[src/rtl/load_align_unit_if.sv]
// rtl/load_align_unit_if.sv - MEM-stage load request, data-memory read port and write-back result bundle
interface load_align_unit_if;
  logic        ld_valid;
  logic [2:0]  funct3;
  logic [1:0]  remainder;
  logic [4:0]  rd_in;
  logic        hold;
  logic        dm_req;
  logic        dm_ack;
  logic [31:0] dm_r_data;
  logic [31:0] ld_data;
  logic [4:0]  ld_rd;
  logic        ld_done;
  logic        load_stall;
  logic        ld_err;

  modport slave (
    input  ld_valid, funct3, remainder, rd_in, hold, dm_ack, dm_r_data,
    output dm_req, ld_data, ld_rd, ld_done, load_stall, ld_err
  );

  modport master (
    output ld_valid, funct3, remainder, rd_in, hold, dm_ack, dm_r_data,
    input  dm_req, ld_data, ld_rd, ld_done, load_stall, ld_err
  );
endinterface

[src/rtl/load_align_unit.sv]
// rtl/load_align_unit.sv - load sequencer: issues the data-memory read, aligns/extends the word,
// holds the result for write-back and flags misaligned, illegal or timed-out loads
module load_align_unit #(
  parameter int MAX_WAIT = 15
) (
  input  logic             clk,
  input  logic             rst,
  load_align_unit_if.slave bus
);

  localparam logic [1:0] IDLE = 2'd0;
  localparam logic [1:0] WAIT = 2'd1;
  localparam logic [1:0] DONE = 2'd2;

  localparam logic [7:0] LAST_WAIT = 8'(MAX_WAIT - 1);

  logic [1:0]  state;
  logic        dm_req_q;
  logic        ld_done_q;
  logic        ld_err_q;
  logic [31:0] ld_data_q;
  logic [4:0]  ld_rd_q;
  logic [7:0]  wait_cnt;
  logic [2:0]  f3_q;
  logic [1:0]  rem_q;
  logic [4:0]  rd_q;

  logic        legal;
  logic [31:0] shifted;
  logic [31:0] result;

  always_comb begin
    legal = 1'b0;
    case (bus.funct3)
      3'b000, 3'b100: legal = 1'b1;
      3'b001, 3'b101: legal = ~bus.remainder[0];
      3'b010:         legal = (bus.remainder == 2'b00);
      default:        legal = 1'b0;
    endcase
  end

  // The addressed byte/half is brought down to bit 0 before extension.
  always_comb begin
    shifted = bus.dm_r_data >> {rem_q, 3'b000};
    case (f3_q)
      3'b000:  result = {{24{shifted[7]}}, shifted[7:0]};
      3'b100:  result = {24'h0, shifted[7:0]};
      3'b001:  result = {{16{shifted[15]}}, shifted[15:0]};
      3'b101:  result = {16'h0, shifted[15:0]};
      default: result = bus.dm_r_data;
    endcase
  end

  always_ff @(posedge clk or negedge rst) begin
    if (!rst) begin
      state     <= IDLE;
      dm_req_q  <= 1'b0;
      ld_done_q <= 1'b0;
      ld_err_q  <= 1'b0;
      ld_data_q <= 32'h0;
      ld_rd_q   <= 5'h0;
      wait_cnt  <= 8'h0;
      f3_q      <= 3'h0;
      rem_q     <= 2'h0;
      rd_q      <= 5'h0;
    end else begin
      ld_err_q <= 1'b0;
      case (state)
        IDLE: begin
          if (bus.ld_valid) begin
            if (legal) begin
              state    <= WAIT;
              dm_req_q <= 1'b1;
              wait_cnt <= 8'h0;
              f3_q     <= bus.funct3;
              rem_q    <= bus.remainder;
              rd_q     <= bus.rd_in;
            end else begin
              ld_err_q <= 1'b1;
            end
          end
        end
        WAIT: begin
          // A same-cycle ack wins over the timeout.
          if (bus.dm_ack) begin
            state     <= DONE;
            dm_req_q  <= 1'b0;
            ld_done_q <= 1'b1;
            ld_data_q <= result;
            ld_rd_q   <= rd_q;
          end else begin
            wait_cnt <= wait_cnt + 8'd1;
            if (wait_cnt == LAST_WAIT) begin
              state    <= IDLE;
              dm_req_q <= 1'b0;
              ld_err_q <= 1'b1;
            end
          end
        end
        DONE: begin
          if (!bus.hold) begin
            ld_done_q <= 1'b0;
            if (bus.ld_valid && legal) begin
              state    <= WAIT;
              dm_req_q <= 1'b1;
              wait_cnt <= 8'h0;
              f3_q     <= bus.funct3;
              rem_q    <= bus.remainder;
              rd_q     <= bus.rd_in;
            end else begin
              // An illegal load offered on release is rejected like one offered in IDLE.
              state    <= IDLE;
              ld_err_q <= bus.ld_valid;
            end
          end
        end
        default: begin
          state     <= IDLE;
          dm_req_q  <= 1'b0;
          ld_done_q <= 1'b0;
        end
      endcase
    end
  end

  assign bus.dm_req     = dm_req_q;
  assign bus.ld_done    = ld_done_q;
  assign bus.ld_err     = ld_err_q;
  assign bus.ld_data    = ld_data_q;
  assign bus.ld_rd      = ld_rd_q;
  assign bus.load_stall = rst & (((state == IDLE) & bus.ld_valid & legal) | (state == WAIT));

endmodule

[src/flat_wrapper.sv]
// flat-port wrapper written by rule: the top's interface ports become plain ports
module load_align_unit_flat 
#(
  parameter int MAX_WAIT = 15
)
  (clk, rst, bus_ld_valid, bus_funct3, bus_remainder, bus_rd_in, bus_hold, bus_dm_ack, bus_dm_r_data, bus_dm_req, bus_ld_data, bus_ld_rd, bus_ld_done, bus_load_stall, bus_ld_err);
  load_align_unit_if bus_i ();
  input  logic clk;
  input  logic rst;
  input wire logic [$bits(bus_i.ld_valid)-1:0] bus_ld_valid;
  input wire logic [$bits(bus_i.funct3)-1:0] bus_funct3;
  input wire logic [$bits(bus_i.remainder)-1:0] bus_remainder;
  input wire logic [$bits(bus_i.rd_in)-1:0] bus_rd_in;
  input wire logic [$bits(bus_i.hold)-1:0] bus_hold;
  input wire logic [$bits(bus_i.dm_ack)-1:0] bus_dm_ack;
  input wire logic [$bits(bus_i.dm_r_data)-1:0] bus_dm_r_data;
  output wire logic [$bits(bus_i.dm_req)-1:0] bus_dm_req;
  output wire logic [$bits(bus_i.ld_data)-1:0] bus_ld_data;
  output wire logic [$bits(bus_i.ld_rd)-1:0] bus_ld_rd;
  output wire logic [$bits(bus_i.ld_done)-1:0] bus_ld_done;
  output wire logic [$bits(bus_i.load_stall)-1:0] bus_load_stall;
  output wire logic [$bits(bus_i.ld_err)-1:0] bus_ld_err;
  assign bus_i.ld_valid = bus_ld_valid;
  assign bus_i.funct3 = bus_funct3;
  assign bus_i.remainder = bus_remainder;
  assign bus_i.rd_in = bus_rd_in;
  assign bus_i.hold = bus_hold;
  assign bus_i.dm_ack = bus_dm_ack;
  assign bus_i.dm_r_data = bus_dm_r_data;
  assign bus_dm_req = bus_i.dm_req;
  assign bus_ld_data = bus_i.ld_data;
  assign bus_ld_rd = bus_i.ld_rd;
  assign bus_ld_done = bus_i.ld_done;
  assign bus_load_stall = bus_i.load_stall;
  assign bus_ld_err = bus_i.ld_err;
  load_align_unit #(.MAX_WAIT(MAX_WAIT)) u_core (.clk(clk), .rst(rst), .bus(bus_i));
endmodule
[config.mk]
export PLATFORM = sky130hd
export DESIGN_NAME = load_align_unit_flat
export DESIGN_NICKNAME = d
export VERILOG_FILES = /design/src/rtl/load_align_unit_if.sv /design/src/rtl/load_align_unit.sv /design/src/flat_wrapper.sv
export SDC_FILE = /design/constraint.sdc
export NUM_CORES = 1
export LEC_CHECK = 0
export CAP_MARGIN = 20
export CORE_MARGIN = 3
export CORE_UTILIZATION = 55
export CTS_CLUSTER_DIAMETER = 150
export DETAILED_ROUTE_END_ITERATION = 6
export DONT_BUFFER_PORTS = 1
export GPL_TIMING_DRIVEN = 0
export PLACE_DENSITY = 0.7
export RECOVER_POWER = 100
export SKIP_CTS_REPAIR_TIMING = 1
export SYNTH_ARGS = -nofsm -noshare
export SYNTH_HDL_FRONTEND = slang
export SYNTH_SLANG_ARGS = --single-unit
[constraint.sdc]
create_clock -name clk -period 5.3 [get_ports clk]
set_clock_uncertainty 0.2 [all_clocks]
set_input_delay 0.795 -clock clk [delete_from_list [all_inputs] [get_ports clk]]
set_output_delay 0.795 -clock clk [all_outputs]
set_load 0.02 [all_outputs]
==> summary.json, run 1 <==
{
  "setup_path": {
    "slowest_delay_ps": 2140,
    "startpoint_type": "input pin",
    "worstRegToRegCells": 6,
    "category_of_the_critical_setup_timing_path": "in2async",
    "crit_path_cell_trace": "clkbuf_1",
    "worst-path-buf-inv": 1,
    "cp_data_required_time_ps": 4860,
    "critical_path.endpoint_type": "async pin",
    "critical-path-slowest-cell": "clkbuf_1",
    "timing.critical_path.max_delay_family": "buffers and inverters",
    "critPathMaxFanout": 60,
    "regToRegStartpoint": "u_core.state[0]$_DFFE_PN0P_",
    "timing.reg2reg.setup_slack_ps": 2910,
    "cp_data_arrival_time_ps": 2980,
    "worstReg2RegEnd": "u_core.bus.ld_data[14]$_DFFE_PN0P_"
  },
  "synth": {
    "synth_seq_cells": 60,
    "synth_area_leaders": "dfrtp_1, nand3_1, nand2_1, o21ai_0, mux2_2",
    "synth_sequential_area_ratio": 0.4996,
    "post_synth_num_cell_types": 36,
    "post_synth_instance_area_sq_um": 3005,
    "synth-warning-count": 0,
    "mappedNetlistNets": 380,
    "netlist.top_cell.by_area": "dfrtp_1",
    "synthesis.instances": 331,
    "synth_area_per_cell_sq_um": 9.080,
    "synthDominantCellAreaShare": 0.4996
  },
  "power_and_ir_drop": {
    "ir_worst_vdd_mv": 0.2508,
    "power_density_nw_per_um2": 556.8,
    "total_power_mw": 1.855,
    "leakagePower_nw": 1.462
  },
  "timing": {
    "shortest_period_the_worst_path_allows_ps": 3426,
    "timing.fmax_mhz": 291.9,
    "setup_viol_count_final": 0,
    "worstMarginPinSlew_ps": 3095,
    "max_slew_headroom": -1.063,
    "final.setup.tns_ps": 0,
    "fin_crit_sh": 0.6464,
    "hold_vio_cnt_final": 0,
    "grt_setup_unrepaired": "no",
    "final-max-slew-violation-count": 61
  },
  "clocking": {
    "cts-htree-levels": 3,
    "insertion_delay_ps": 330,
    "clock_path_buffers": 2,
    "cts-buffers-inserted": 9,
    "clkTransAtPathRegs_ps": 60,
    "tritoncts": "built",
    "clkSinkCount": 60,
    "clk_root_buffer_cell": "clkbuf_8"
  },
  "run_status": {
    "violations": "max-capacitance violations, max-slew violations",
    "run_status": "finished with violations"
  },
  "routing": {
    "routed_wire_length_per_instance_microns": 18.29,
    "route.vias.total": 2495,
    "route.antenna.remaining_nets": 0,
    "detailedRoute.firstPassIterationCount": 4,
    "wl_microns": 7647,
    "dr.max_layer_used": "met4",
    "met1_length_microns": 3118,
    "met3RoutedLength_microns": 706,
    "route.detailed.vias_per_inst": 5.969,
    "drcViolationCount": 0,
    "detail_route.iter0.violations": 298,
    "wl_met2_microns": 3699
  },
  "floorplan": {
    "die_area_sq_um": 6387,
    "die_height_microns": 79.92,
    "row_count": 26,
    "initial_utilization": 0.5774,
    "ios": 88,
    "floorplan.die.width_microns": 79.92,
    "core_region_area_sq_um": 5205
  },
  "grt": {
    "first_pass_grt_wire_length_microns": 12620,
    "grt_max_degree": 62,
    "overflow": 0,
    "grt.total_usage": 0.2580,
    "grt_antenna_before_repair": 0,
    "first_global_vias": 2511
  },
  "cells_and_area": {
    "fin_nets": 392,
    "final_common_cell": "dfrtp_1",
    "area_of_the_multi_input_gates_sq_um": 1404,
    "layout-drive-gt1-share": 0.09770,
    "layout.filler_cells": 457,
    "insertedDiodeCount": 0,
    "most-common-layout-cells": "dfrtp_1, nand2_1, nand3_1",
    "growth_of_design_area_from_synthesis_to_finish_pct": 10.82,
    "area.sequential_sq_um": 1501
  },
  "min_path": {
    "worstHoldStart": "u_core.rd_q[3]$_DFFE_PN0P_",
    "worst_hold_path_type": "reg2reg",
    "min_to": "u_core.bus.ld_rd[3]$_DFFE_PN0P_",
    "holdPathStages": 2
  },
  "placed_design": {
    "place_hpwl_microns": 5390,
    "numPortBuffers": 0,
    "gp_routability_congestion": 0.8396
  },
  "flow_run": {
    "max_cap_violations": 1
  }
}
==> how the worst max path moves through the flow <==
stage | startpoint | to | slack [ps] | depth (start not counted)
2_1_floorplan | bus_remainder[1] | bus_load_stall | 2480 | 4
5_1_grt | rst | u_core.wait_cnt[4]$_DFFE_PN0P_ | 1270 | 1
3_5_place_dp | bus_remainder[1] | bus_load_stall | 2420 | 4
6_report | rst | u_core.bus.ld_data[20]$_DFFE_PN0P_ | 1870 | 1
3_3_place_gp | bus_remainder[1] | bus_load_stall | 2410 | 4
4_1_cts | bus_remainder[1] | bus_load_stall | 2420 | 4
==> Yosys cell counts, drive strengths merged <==
master    n
dfrtp    60
nand2    56
nand3    45
o21ai    27
nor2     20
clkbuf   16
a21oi    12
mux2     11
mux2i     9
nor3b     9
a211oi    8
and2      8
nand2b    7
buf       5
nor3      5
o211ai    4
inv       3
nor2b     3
nor4      3
a31oi     2
ha        2
nand4b    2
or3b      2
or4       2
a21bo     1
a2bb2o    1
a311o     1
nor4b     1
o2111ai   1
o21a      1
o22ai     1
o31a      1
or2       1
or3       1
==> flip-flops by register name (all words and copies together), names as in the netlist <==
| name | flops |
|---|---|
| u_core.bus.ld_data | 32 |
| u_core.rd_q | 5 |
| u_core.wait_cnt | 8 |
| u_core.bus.dm_req | 1 |
| u_core.bus.ld_err | 1 |
| u_core.bus.ld_rd | 5 |
| u_core.bus.ld_done | 1 |
| u_core.rem_q | 2 |
| u_core.state | 2 |
| u_core.f3_q | 3 |
==> metrics by stage <==
| step | cells | utilization | cell area (sq um) | worst slack (ps) | hold WS, ps |
|---|---|---|---|---|---|
| final | 418 | 0.6399 | 3331 | 1874 | 263.7 |
| after global routing | 418 | 0.6399 | 3331 | 1267 | 276.4 |
| after CTS | 417 | 0.6394 | 3328 | 2418 | -64.46 |
| after detailed placement | 401 | 0.5942 | 3093 | 2418 | 250.0 |
| after global placement | 401 | 0.5942 | 3093 | 2412 | 241.7 |
| after floorplan | 331 | - | 3005 | 2480 | 233.1 |
==> cells by family (layout without fill, tap and decap cells) <==
group                      Yosys count  after routing  synth area share
adders and majority gates            2              2          0.008325
AOI/OAI and AO/OA                   60             60            0.1195
and+or+nand+nor                    165            165            0.2681
buffers and inverters               24             41           0.03330
muxes                               20             20           0.07119
DFF                                 60             60            0.4996
==> layout make-up <==
class / count / share of cell area
sequential: 60 / 0.4508
multi-input combinational: 247 / 0.4215
clock buffer: 12 / 0.04959
buffer: 21 / 0.02630
tap: 70 / 0.02630
clock inverter: 4 / 0.02104
inverter: 3 / 0.003381
timing repair buffer: 1 / 0.001127
==> worst min-delay path, delay by kind of cell, from the launching register on <==
kind	cells	cell delay, ps
flops	1	340
simple gates	2	100
==> power by group <==
part | total [mW] | internal [mW] | switching (mW)
Sequential | 0.955 | 0.639 | 0.315
Clock | 0.476 | 0.302 | 0.174
Combinational | 0.424 | 0.178 | 0.247
==> per-layer routing <==
metal,up-vias,global-route usage
li1,1187,-
met1,1198,0.3397
met2,98,0.4098
met3,12,0.08578
met4,0,0.06588
met5,-,0
No activity file was read; power rests on OpenSTA's default activity.
==> run 2: changes to the inputs <==
- PLACE_DENSITY: 0.7 -> 0.73
- clock period: 5.3 -> 3.1 ns (I/O delays scaled with it)
==> summary.json, run 2 (synthesis gave the netlist of run 1 again) <==
{
  "run_status": {
    "run_status": "complete, no violations"
  },
  "setup_path": {
    "slowest_delay": {"value": 400, "unit": "ps", "change": "-1740 ps"},
    "critPathMaxFanout": {"value": 10, "change": "-83%"},
    "worstReg2RegEnd": "u_core.bus.ld_data[20]$_DFFE_PN0P_",
    "worst-path-buf-inv": {"value": 3, "change": "+2"},
    "critical-path-slowest-cell": "nor2b_1",
    "timing.critical_path.max_delay_family": "buffers and inverters",
    "cp_data_required_time": {"value": 3170, "unit": "ps", "change": "-1690 ps"},
    "category_of_the_critical_setup_timing_path": "reg2reg",
    "regToRegStartpoint": "u_core.state[0]$_DFFE_PN0P_",
    "crit_path_cell_trace": "clkbuf_1 -> nor2b_1 -> and2_0 -> buf_2 -> clkbuf_1 -> nand3_1 -> nand3_1",
    "timing.reg2reg.setup_slack": {"value": 750, "unit": "ps", "change": "-2160 ps"},
    "startpoint_type": "register",
    "critical_path.endpoint_type": "register",
    "cp_data_arrival_time": {"value": 2420, "unit": "ps", "change": "-560 ps"},
    "worstRegToRegCells": {"value": 7, "change": "+1"}
  },
  "timing": {
    "timing.fmax_mhz": 425.9,
    "hold_vio_cnt_final": {"value": 0, "change": "unchanged"},
    "max_slew_headroom": {"value": 0.01872, "change": "+1.082"},
    "grt_setup_unrepaired": "no",
    "setup_viol_count_final": {"value": 0, "change": "unchanged"},
    "fin_crit_sh": 0.7575,
    "shortest_period_the_worst_path_allows_ps": 2348,
    "worstMarginPinSlew": {"value": 1472, "unit": "ps", "change": "-1623 ps"},
    "final-max-slew-violation-count": {"value": 0, "change": "-100%"},
    "final.setup.tns": {"value": 0, "unit": "ps", "change": "unchanged"}
  },
  "floorplan": {
    "die_height": {"value": 79.92, "unit": "microns", "change": "unchanged"},
    "row_count": {"value": 26, "change": "unchanged"},
    "ios": {"value": 88, "change": "unchanged"},
    "floorplan.die.width": {"value": 79.92, "unit": "microns", "change": "unchanged"},
    "die_area": {"value": 6387, "unit": "sq um", "change": "unchanged"},
    "initial_utilization": {"value": 0.5774, "change": "unchanged"},
    "core_region_area": {"value": 5205, "unit": "sq um", "change": "unchanged"}
  },
  "grt": {
    "overflow": {"value": 0, "change": "unchanged"},
    "globalRouteMet2Util": {"value": 0.3982, "change": "-0.01159"},
    "first_global_vias": {"value": 2493, "change": "-0.72%"},
    "first_pass_grt_wire_length": {"value": 12210, "unit": "microns", "change": "-3.3%"},
    "grt_antenna_before_repair": {"value": 0, "change": "unchanged"},
    "grt_max_degree": {"value": 62, "change": "unchanged"},
    "use_met3": {"value": 0.08578, "change": "unchanged"},
    "grt.total_usage": {"value": 0.2530, "change": "-0.005044"},
    "gr-max-usage-layer": "met2",
    "groute.layer.met1.usage": {"value": 0.3137, "change": "-0.02604"}
  },
  "min_path": {
    "min_to": "u_core.bus.ld_done$_DFFE_PN0P_",
    "worstHoldStart": "bus_hold",
    "holdPathStages": {"value": 2, "change": "unchanged"},
    "worst_hold_path_type": "in2reg"
  },
  "clocking": {
    "clock_path_buffers": {"value": 2, "change": "unchanged"},
    "clkSinkCount": {"value": 60, "change": "unchanged"},
    "cts-buffers-inserted": {"value": 9, "change": "unchanged"},
    "clkTransAtPathRegs": {"value": 60, "unit": "ps", "change": "about the same"},
    "insertion_delay": {"value": 330, "unit": "ps", "change": "about the same"},
    "cts-htree-levels": {"value": 3, "change": "unchanged"},
    "clk_root_buffer_cell": "clkbuf_8",
    "tritoncts": "built"
  },
  "placed_design": {
    "dp_cells": {"value": 401, "change": "unchanged"},
    "place_hpwl": {"value": 5444, "unit": "microns", "change": "+1.0%"},
    "dpl_cell_area": {"value": 3093, "unit": "sq um", "change": "unchanged"},
    "gp_routability_congestion": {"value": 0.8827, "change": "+5.1%"},
    "numPortBuffers": {"value": 0, "change": "unchanged"}
  },
  "cells_and_area": {
    "layout-drive-gt1-share": {"value": 0.09742, "change": "-0.0002799"},
    "layout.cell_area.non_filler": {"value": 3334, "unit": "sq um", "change": "+0.11%"},
    "final_cell_count_no_fill": {"value": 419, "change": "+0.24%"},
    "largest_register_ffs": {"value": 32, "change": "unchanged"},
    "most-common-layout-cells": "dfrtp_1, nand2_1, nand3_1",
    "insertedDiodeCount": {"value": 0, "change": "unchanged"},
    "fin_nets": {"value": 394, "change": "+0.51%"},
    "finalCoreUtilization": {"value": 0.6406, "change": "+0.0007210"},
    "growth_of_design_area_from_synthesis_to_finish_pct": 10.95,
    "final_common_cell": "dfrtp_1"
  },
  "routing": {
    "detail_route.iter0.violations": {"value": 160, "change": "-46%"},
    "detailedRoute.firstPassIterationCount": {"value": 4, "change": "unchanged"},
    "wl": {"value": 7791, "unit": "microns", "change": "+1.9%"},
    "route.antenna.remaining_nets": {"value": 0, "change": "unchanged"},
    "drcViolationCount": {"value": 0, "change": "unchanged"},
    "routed_wire_length_per_instance": {"value": 18.59, "unit": "microns", "change": "+1.6%"},
    "route.vias.total": {"value": 2519, "change": "+0.96%"},
    "route.detailed.vias_per_inst": {"value": 6.012, "change": "+0.72%"}
  },
  "power_and_ir_drop": {
    "leakagePower": {"value": 1.459, "unit": "nW", "change": "-0.23%"},
    "power_density": {"value": 948.0, "unit": "nW/um^2", "change": "+70%"},
    "ir_worst_vdd": {"value": 0.5124, "unit": "mV", "change": "+100%"}
  },
  "flow_run": {
    "max_cap_violations": {"value": 0, "change": "-1"}
  }
}
-- run 2: cell types whose count changed in the layout (fill, tap and decap cells not counted), sizes merged --
cell | previous run | this run
clkinvlp | 0 | 1
clkinv | 2 | 1
dlygate4sd3 | 0 | 1
-- run 2: power by group --
group	leakage, nW	switching [mW]	internal (mW)
Clock	0.111	0.303	0.491
Sequential	0.740	0.544	1.09
Combinational	0.608	0.425	0.306
Total	1.46	1.27	1.89
-- run 2: layout make-up --
| cell class | instances | area, sq um |
|---|---|---|
| plain buffers | 21 | 86.33 |
| repair buffers | 3 | 20.02 |
| multi-input cells | 247 | 1404 |
| clock inverters | 4 | 72.57 |
| inverters | 3 | 11.26 |
| clock buffers | 11 | 151.4 |
| fillers | 450 | 1871 |
| well taps | 70 | 87.58 |
| flip-flops and latches | 60 | 1501 |
-- run 2: per-stage QoR --
stage                     worst slack [ps]  hold slack [ps]  power, mW
after floorplan                      939.6           -30.59      2.146
after global placement               781.5           -29.13      2.320
after detailed placement             759.1           -29.21      2.368
after CTS                            727.2           -395.7      3.167
after global routing                 490.3            63.86      3.349
final                                751.8            73.77      3.161
-- run 2: how the worst max path moves through the flow --
stage | from | end | cells past startpoint | slack [ps]
after global placement | u_core.rem_q[0]$_DFFE_PN0P_ | u_core.bus.ld_data[15]$_DFFE_PN0P_ | 4 | 780
after floorplan | bus_remainder[1] | bus_load_stall | 4 | 940
after detailed placement | u_core.rem_q[0]$_DFFE_PN0P_ | u_core.bus.ld_data[12]$_DFFE_PN0P_ | 4 | 760
after CTS | u_core.rem_q[0]$_DFFE_PN0P_ | u_core.bus.ld_data[12]$_DFFE_PN0P_ | 4 | 730
after global routing | u_core.state[0]$_DFFE_PN0P_ | u_core.bus.ld_data[18]$_DFFE_PN0P_ | 7 | 490
final | u_core.state[0]$_DFFE_PN0P_ | u_core.bus.ld_data[20]$_DFFE_PN0P_ | 7 | 750
-- run 2: routing by layer --
| metal | share of wire | wire, microns | up-vias |
|---|---|---|---|
| met1 | 0.39 | 3036 | 1214 |
| met3 | 0.10 | 817 | 8 |
| met4 | 0.011 | 85 | 0 |
| met2 | 0.49 | 3852 | 110 |
| met5 | 0 | 0 | - |
| li1 | - | - | 1187 |
